--- src/rtl/ftoi_converter_param.sv ---
// Pipelined float-to-integer converter, any EXP_W/MAN_W float to INT_W int.
// Stage 1 aligns the significand; stage 2 rounds, range-checks and negates.
module ftoi_converter_param #(
  parameter int EXP_W = 8,
  parameter int MAN_W = 23,
  parameter int INT_W = 32
) (
  input  logic                   clk,
  input  logic                   reset,
  input  logic                   flush,
  input  logic                   valid_in,
  output logic                   ready_out,
  output logic                   valid_out,
  input  logic                   ready_in,
  input  logic                   is_signed,
  input  logic [2:0]             rm,
  input  logic [EXP_W+MAN_W:0]   a,
  output logic [INT_W-1:0]       int_out,
  output logic                   IV,
  output logic                   IE
);

  localparam int BIAS = (1 << (EXP_W - 1)) - 1;
  localparam int BW   = 2 * INT_W + MAN_W + 1;

  localparam logic [INT_W:0] HALF =
    {2'b01, {(INT_W - 1){1'b0}}};
  localparam logic [INT_W-1:0] SMAX =
    {1'b0, {(INT_W - 1){1'b1}}};
  localparam logic [INT_W-1:0] SMIN =
    {1'b1, {(INT_W - 1){1'b0}}};

  logic             w_sgn;
  logic [EXP_W-1:0] w_exp;
  logic [MAN_W-1:0] w_man;
  logic             w_exp_one;
  logic             w_exp_zero;
  logic             w_hid;
  logic             w_nan;
  logic             w_inf;
  logic signed [31:0] w_e;
  logic signed [31:0] w_sh;
  logic             w_povf;
  logic             w_tiny;
  logic [BW-1:0]    w_big;
  logic [INT_W-1:0] w_mag;
  logic             w_rnd;
  logic             w_stk;

  assign w_sgn      = a[EXP_W+MAN_W];
  assign w_exp      = a[EXP_W+MAN_W-1:MAN_W];
  assign w_man      = a[MAN_W-1:0];
  assign w_exp_one  = &w_exp;
  assign w_exp_zero = ~|w_exp;
  assign w_hid      = ~w_exp_zero;
  assign w_nan      = w_exp_one & (|w_man);
  assign w_inf      = w_exp_one & ~(|w_man);

  assign w_e = w_exp_zero ? 32'sd1 - BIAS :
    $signed({{(32 - EXP_W){1'b0}}, w_exp}) - BIAS;

  assign w_povf = w_e >= INT_W;
  assign w_tiny = w_e < -1;
  assign w_sh   = INT_W - 1 - w_e;

  // MSB starts at 2^(INT_W-1); shifting by w_sh puts it at 2^e
  assign w_big =
    {w_hid, w_man, {(2 * INT_W){1'b0}}} >> w_sh;

  // Below 2^-1 the round bit is always clear; only sticky survives
  always_comb begin
    w_mag = '0;
    w_rnd = 1'b0;
    w_stk = 1'b0;
    if (w_tiny) begin
      w_stk = w_hid | (|w_man);
    end else begin
      w_mag = w_big[BW-1 -: INT_W];
      w_rnd = w_big[BW-INT_W-1];
      w_stk = |w_big[BW-INT_W-2:0];
    end
  end

  logic             r1_valid;
  logic [INT_W-1:0] r1_mag;
  logic             r1_rnd;
  logic             r1_stk;
  logic             r1_sgn;
  logic [2:0]       r1_rm;
  logic             r1_sgd;
  logic             r1_nan;
  logic             r1_inf;
  logic             r1_povf;
  logic             r2_valid;

  logic w_adv;
  logic w_acc;

  assign valid_out = r2_valid;
  assign w_adv     = ~r2_valid | ready_in;
  assign ready_out = ~r1_valid | w_adv;
  assign w_acc     = valid_in & ready_out;

  always_ff @(posedge clk or posedge reset) begin
    if (reset) begin
      r1_valid <= 1'b0;
      r1_mag   <= '0;
      r1_rnd   <= 1'b0;
      r1_stk   <= 1'b0;
      r1_sgn   <= 1'b0;
      r1_rm    <= 3'b000;
      r1_sgd   <= 1'b0;
      r1_nan   <= 1'b0;
      r1_inf   <= 1'b0;
      r1_povf  <= 1'b0;
    end else if (flush) begin
      r1_valid <= 1'b0;
    end else begin
      if (ready_out) r1_valid <= valid_in;
      if (w_acc) begin
        r1_mag  <= w_mag;
        r1_rnd  <= w_rnd;
        r1_stk  <= w_stk;
        r1_sgn  <= w_sgn;
        r1_rm   <= rm;
        r1_sgd  <= is_signed;
        r1_nan  <= w_nan;
        r1_inf  <= w_inf;
        r1_povf <= w_povf;
      end
    end
  end

  logic             w_inc;
  logic [INT_W:0]   w_rmag;
  logic             w_inx;
  logic             w_fit;
  logic [INT_W-1:0] w_pmax;
  logic [INT_W-1:0] w_nmin;
  logic [INT_W-1:0] w_res;
  logic             w_iv;
  logic             w_ie;

  always_comb begin
    w_inc = 1'b0;
    case (r1_rm)
      3'b000: w_inc = r1_rnd & (r1_stk | r1_mag[0]);
      3'b010: w_inc = r1_sgn & (r1_rnd | r1_stk);
      3'b011: w_inc = ~r1_sgn & (r1_rnd | r1_stk);
      3'b100: w_inc = r1_rnd;
      default: w_inc = 1'b0;
    endcase
  end

  assign w_rmag = {1'b0, r1_mag} + {{INT_W{1'b0}}, w_inc};
  assign w_inx  = r1_rnd | r1_stk;
  assign w_pmax = r1_sgd ? SMAX : '1;
  assign w_nmin = r1_sgd ? SMIN : '0;

  // Range is judged on the rounded magnitude, carry included
  always_comb begin
    if (r1_sgd)
      w_fit = r1_sgn ? (w_rmag <= HALF) : (w_rmag < HALF);
    else
      w_fit = r1_sgn ? (w_rmag == '0) : ~w_rmag[INT_W];
  end

  always_comb begin
    w_res = '0;
    w_iv  = 1'b0;
    w_ie  = 1'b0;
    if (r1_nan) begin
      w_res = w_pmax;
      w_iv  = 1'b1;
    end else if (r1_inf | r1_povf | ~w_fit) begin
      w_res = r1_sgn ? w_nmin : w_pmax;
      w_iv  = 1'b1;
    end else begin
      w_res = r1_sgn ? -w_rmag[INT_W-1:0]
                     : w_rmag[INT_W-1:0];
      w_ie  = w_inx;
    end
  end

  always_ff @(posedge clk or posedge reset) begin
    if (reset) begin
      r2_valid <= 1'b0;
      int_out  <= '0;
      IV       <= 1'b0;
      IE       <= 1'b0;
    end else if (flush) begin
      r2_valid <= 1'b0;
      int_out  <= '0;
      IV       <= 1'b0;
      IE       <= 1'b0;
    end else if (w_adv) begin
      r2_valid <= r1_valid;
      int_out  <= r1_valid ? w_res : '0;
      IV       <= r1_valid & w_iv;
      IE       <= r1_valid & w_ie;
    end
  end

endmodule

--- config.mk ---
export PLATFORM = sky130hd
export DESIGN_NAME = ftoi_converter_param
export DESIGN_NICKNAME = d
export VERILOG_FILES = /design/src/rtl/ftoi_converter_param.sv
export SDC_FILE = /design/constraint.sdc
export NUM_CORES = 1
export LEC_CHECK = 0
export CAP_MARGIN = 5
export CORE_ASPECT_RATIO = 0.7
export CORE_MARGIN = 4
export CORE_UTILIZATION = 45
export DETAILED_ROUTE_END_ITERATION = 12
export PLACE_DENSITY = 0.73
export SLEW_MARGIN = 20
export SYNTH_ARGS = -nofsm -noshare
export SYNTH_HDL_FRONTEND = slang
export SYNTH_SLANG_ARGS = --single-unit
--- constraint.sdc ---
create_clock -name clk -period 5.1 [get_ports clk]
set_input_delay 1.53 -clock clk [delete_from_list [all_inputs] [get_ports clk]]
set_output_delay 1.53 -clock clk [all_outputs]
set_load 0.005 [all_outputs]
# --- Word-level counts from Yosys, hierarchy flattened ---
# Cells that the tools add are included.
word_totals:
  elab_cells: 86
  reg_bits: 78
  inputBits: 41
  output_inout_bits: 36
op_classes:
  muxes: 29
  bitwise_logic: 22
  n_eq_ne: 3
  magnitude_cmp: 4
  reduce_logical: 9
  n_addsub: 4
  n_shift: 1
op_table:
  columns: ["cell", "count"]
  rows:
  - ["$mux W32", 11]
  - ["$shr A88 B32 Y88", 1]
  - ["$reduce_or A55 Y1", 1]
  - ["$add A32 B1 Y33", 1]
  - ["$le A33 B32 Y1 const B", 1]
  - ["$logic_not A33 Y1", 1]
  - ["$lt A33 B32 Y1 const B", 1]
  - ["$ge A32 B7 Y1 const B", 1]
  - ["$lt A32 B1 Y1 const B", 1]
  - ["$neg A32 Y32", 1]
  - ["$sub A6 B32 Y32 const A", 1]
  - ["$reduce_or A23 Y1", 1]
  - ["$mux W1", 17]
  - ["$sub A8 B7 Y9 const B", 1]
  - ["$and A1 B1 Y1", 8]
  - ["$reduce_and A8 Y1", 1]
  - ["$reduce_or A8 Y1", 1]
  - ["$not A1 Y1", 7]
  - ["$or A1 B1 Y1", 7]
  - ["$eq A3 B2 Y1 const B", 2]
  - ["$pmux W1 S4", 1]
  - ["$reduce_bool A2 Y1", 2]
  - ["$eq A3 B3 Y1 const B", 1]
  - ["$logic_not A3 Y1", 1]
  - ["$reduce_and A2 Y1", 1]

# --- Longest topological paths before layout ---
# Gate-level depths: netlist (run 1).
logic_depth:
  depth_word: 14
  mapped_depth: 20
  mapped_depth_nobuf: 17

# --- Worst setup path after synthesis (run 1) ---
# Ideal clock, no wire load.
synth_timing:
  kind: "input to register"
  from: "input a[25]"
  to: "register r1_stk"
  slack_ns: -0.269
  n_path_buf: 2
  stages: 18
  arrival_ns: 5.235
  required_time_ns: 4.966
  setup_time_ns: 0.134
  path_cell_list: "buf_4 > nand3_1 > nor2_1 > xnor2_1 > ha_1 > nand3_1 > ha_1 > and4_1 > and2_1 > clkbuf_1 > nand2_1 > nor2_1 > a211oi_1 > a22oi_2 > or4_1 > o21a_1 > a2111oi_2 > a31oi_1"
synth_via:
  elab_chain_cells: 6
  elab_cells_between_ends: 9
  cone_classes: "2 x add/sub; 1 x order compare; 1 x shift; 2 x mux; 1 x bitwise; 2 x reduce/logical"
synth_lines:
  columns: ["element", "line", "rtl"]
  rows:
  - ["start, declared", "17", "input logic [EXP_W+MAN_W:0] a,"]
  - ["$sub A8 B7 Y9 or $reduce_or A8 Y1 (tied branches)", "60, 54", null]
  - ["$mux W32", "59", "assign w_e = w_exp_zero ? 32'sd1 - BIAS :"]
  - ["$sub A6 B32 Y32", "64", "assign w_sh = INT_W - 1 - w_e;"]
  - ["$shr A88 B32 Y88", "68", "{w_hid, w_man, {(2 * INT_W){1'b0}}} >> w_sh;"]
  - ["$reduce_or A55 Y1", "80", "w_stk = |w_big[BW-INT_W-2:0];"]
  - ["$mux W1 *", "75", "if (w_tiny) begin"]
  - ["end signal, assigned", "123", "r1_stk <= w_stk;"]
  - ["end, declared", "87", "logic r1_stk;"]
# Every way passes the cells marked *; elsewhere a longest branch is shown, timed or not.
# A chain may end at the register's enable or synchronous reset.

# --- Final worst setup path (run 1) ---
layout_timing:
  from: "input a[23]"
  to: "register r1_stk"
# The elaborated chain is that of the path after synthesis.

==> results of run 1 <==
==> final timing paths <==
path                       cells past startpoint  slack, ps                     end
max                                           17        130      r1_stk$_DFFE_PP0P_
min                                            2        490          IV$_DFFE_PP0P_
max reg2reg                                   18        320  int_out[1]$_DFFE_PP0P_
min reg2reg                                    2        490          IV$_DFFE_PP0P_
max in group asynchronous                      3       2530  r1_mag[12]$_DFFE_PP0P_
min in group asynchronous                      2       1630  int_out[4]$_DFFE_PP0P_
==> critical path, cell delays in order <==
cell	delay [ps]
dlygate4sd2_1	260
buf_4	150
inv_1	70
ha_1	200
or3b_1	540
buf_4	230
o21ai_1	110
buf_4	190
buf_12	140
nor2_1	50
a21o_1	150
a21oi_1	200
a22oi_2	120
or4_4	550
o21a_1	210
a2111oi_2	360
a31oi_1	120
==> area by class of cell <==
cell class              count  area [um2]
diodes                      1       2.502
fillers                  1531        6306
inverters                  18       68.82
clock inverters             7       87.58
repair buffers            293        2481
clock buffers               9       225.2
multi-input cells         855        6005
well taps                 231       289.0
flip-flops and latches     78        1952
==> cell families (layout without fill, tap and decap cells) <==
logic type      Yosys count  count (layout)  synth area share [%]
other cells               0               1                     0
flops                    78              78                 24.09
simple gates            425             425                 27.93
compound gates          331             331                 30.13
mux                      31              31                 4.401
buf+inv                  99             327                 5.590
xor+xnor                 57              57                 6.161
fa+ha+maj                11              11                 1.699
==> stage by stage <==
step / TNS (ps) / worst slack [ps] / instance area, um2 / instances
after global placement: -1507 / -487.5 / 10450 / 1466
after detailed placement: -3519 / -591.1 / 10450 / 1466
after floorplan: 0 / 1.704 / 8147 / 1032
after CTS: 0 / 16.83 / 10850 / 1484
after global routing: -15.23 / -15.23 / 11110 / 1491
final: 0 / 129.3 / 11110 / 1492
==> what timing repair did <==
item                                   in CTS  in global routing
setup buffers                               2                  7
endpoints found under the hold margin       0                  0
setup endpoints to repair                   1                 34
gates resized for setup                    19                 45
gates cloned                                0                  0
pin swaps                                   9                 28
==> power by group through the flow <==
stage / logic, mW / registers, mW / clock network [mW]
CTS: 0.792 / 0.661 / 0.683
global placement: 0.771 / 0.672 / 0
detailed placement: 0.779 / 0.673 / 0
finish: 0.840 / 0.662 / 0.675
global route: 0.894 / 0.664 / 0.713
floorplan: 0.438 / 0.668 / 0
==> flip-flops by register name (all words and copies together) (netlist names) <==
register,count
r1_povf,1
valid_out,1
int_out,32
r1_nan,1
r1_rm,3
IE,1
r1_stk,1
r1_mag,32
IV,1
r1_sgd,1
r1_valid,1
r1_rnd,1
r1_sgn,1
r1_inf,1
==> placed cells by master (no fill, tap or decap), types with 7 or more instances in the layout <==
master           instances
a211oi_1                21
and4_1                   7
inv_1                   17
nor3_1                  40
and3_1                  19
mux2_2                  17
a21oi_1                 43
nor4_1                  19
o22ai_1                  9
and2_1                   9
a32o_1                  13
o31ai_1                  9
ha_1                     9
nor2b_1                 13
clkbuf_16                9
o211ai_1                 7
or4_1                    9
xnor2_1                 27
a22o_1                  15
nand2b_1                 8
clkdlybuf4s50_1         69
nand4_1                 15
nor2_1                  83
a221o_1                 15
dfrtp_1                 78
mux2i_1                 12
or3_1                   11
o21ai_0                 56
nand3_1                 39
a31oi_1                 16
o211a_1                  7
xor2_1                  25
nand2_1                 91
a22oi_1                 17
a21o_1                  17
buf_4                  208
==> routing by layer <==
| layer | global-route usage (%) | up-vias | share of wire, % |
|---|---|---|---|
| li1 | - | 4430 | - |
| met1 | 46.99 | 4640 | 47 |
| met2 | 39.64 | 555 | 39 |
| met3 | 11.50 | 36 | 14 |
| met4 | 3.396 | 2 | 0.74 |
| met5 | 3.069 | - | 0.25 |
==> cell usage after synthesis (all sizes together) (6+ instances only) <==
library cell  instances
mux2i                12
nor4                 27
a31oi                16
nor3                 41
a221o                15
or3                  11
o22ai                10
nor2b                14
or4                  12
nor3b                 7
buf                  34
nand4                18
xnor2                32
o21a                  7
nor2                 89
dfrtp                78
a32o                 13
xor2                 25
and2                 10
a221oi                6
nand2b                8
and4                  8
a211oi               24
a22oi                19
nand3                45
o21ai                61
inv                  18
nand2                97
clkbuf               47
a21o                 17
a22o                 15
o211a                 8
o211ai                9
mux2                 17
and3                 19
a21oi                45
a2bb2oi               7
ha                   11
o31ai                10
==> impl_metrics.ini, run 1 <==
[run_status]
status = complete, no violations

[logic_synthesis]
ys_seq_area_share_pct = 24.09
async_flop_share_pct = 100.0
synth_ff_type = dfrtp_1
synth_area_um2 = 8103
postSynthAreaPerCell_um2 = 7.852
ys_types = 94
ys_warn_count = 0
synth_top_area_share_pct = 24.09
synth_nets = 1084
synthTopCellsByArea = dfrtp_1 24%, nand2_1 4.5%, nor2_1 4.1%
synth_edf_count = 0
syn_inst = 1032
synth_top_area_cell = dfrtp_1
synth_seq_cells = 78

[power_and_ir_drop]
combPwrFrac_pct = 38.6
p_switching_mw = 0.7634
power.leakage_nw = 4.693
netSwitchingFraction_pct = 35.08
power_mw = 2.176
p_int_mw = 1.413
power_density_nw_per_um2 = 195.9
vdd_drop_max_mv = 0.1431
p_clk_share_pct = 31.0
seqPwrFrac_pct = 30.4

[die]
die_x_um = 168.4
design.core.area_um2 = 17420
rows = 40
die_h_um = 120.3
dieArea_um2 = 20250
num_io_pins = 77
start_util_pct = 46.52

[cts]
insertion_delay_ps = 350
ctsRootBufferMaster = clkbuf_16
clock_path_buffers = 2
htree_levels = 3
cts_buffers = 9
path_clk_slew_ps = 60
cts_tree = built
cts_sinks = 78
hold_buffers = 0

[timing]
setup_viol = 0
finalCriticalPeriod_ps = 4971
slew_violations = 0
timing.hold.ws_ps = 488.1
clock_skew_ps = 8.850
fmax_ghz = 0.2012
finalHoldViolations = 0
slew_headroom_pct = 35.91
period_share_pct = 97.46
tightest_slew_ps = 957.8

[global_routing]
overflow = 0
first_global_vias = 8720
grt_max_degree = 45
grt_use_total_pct = 30.16
antenna_found_initial = 0
grt_pass1_wl_mm = 49.24

[worst_hold_path]
min_from = IV$_DFFE_PP0P_
hold_class = reg -> reg

[drt]
viasPerCell = 6.477
num_vias = 9663
wl_mm = 31.58
drt_iter0_markers = 1288
drt_pass1_iterations = 8
final_antenna_net_count = 0
drc_errors = 0
wl_per_cell_um = 21.17

[setup_path]
crit_start = a[23]
path_max_fanout = 8
arrival_ps = 5180
startpoint_type = primary input
setup.worst_path.class = in -> reg
cp-end-kind = flip-flop
required_ps = 5310
r2r_start = r1_rm[2]$_DFFE_PP0P_

[cells_and_area]
drive_above_1_share_pct = 26.03
area_growth_pct = 37.12
nNetsFinal = 1307
utilization_pct = 63.79

[placement]
gp_congestion = 1.013
io_buffers = 76
hpwl_mm = 24.71

[flow_run]
drv_cap = 0
Note: power is estimated with default switching activity, not from simulation.
==> run 2: changes to the inputs <==
SLEW_MARGIN = unset   (was 20)
==> results of run 2 <==
No change in the layout: final DEF, timing and power equal those of run 1.
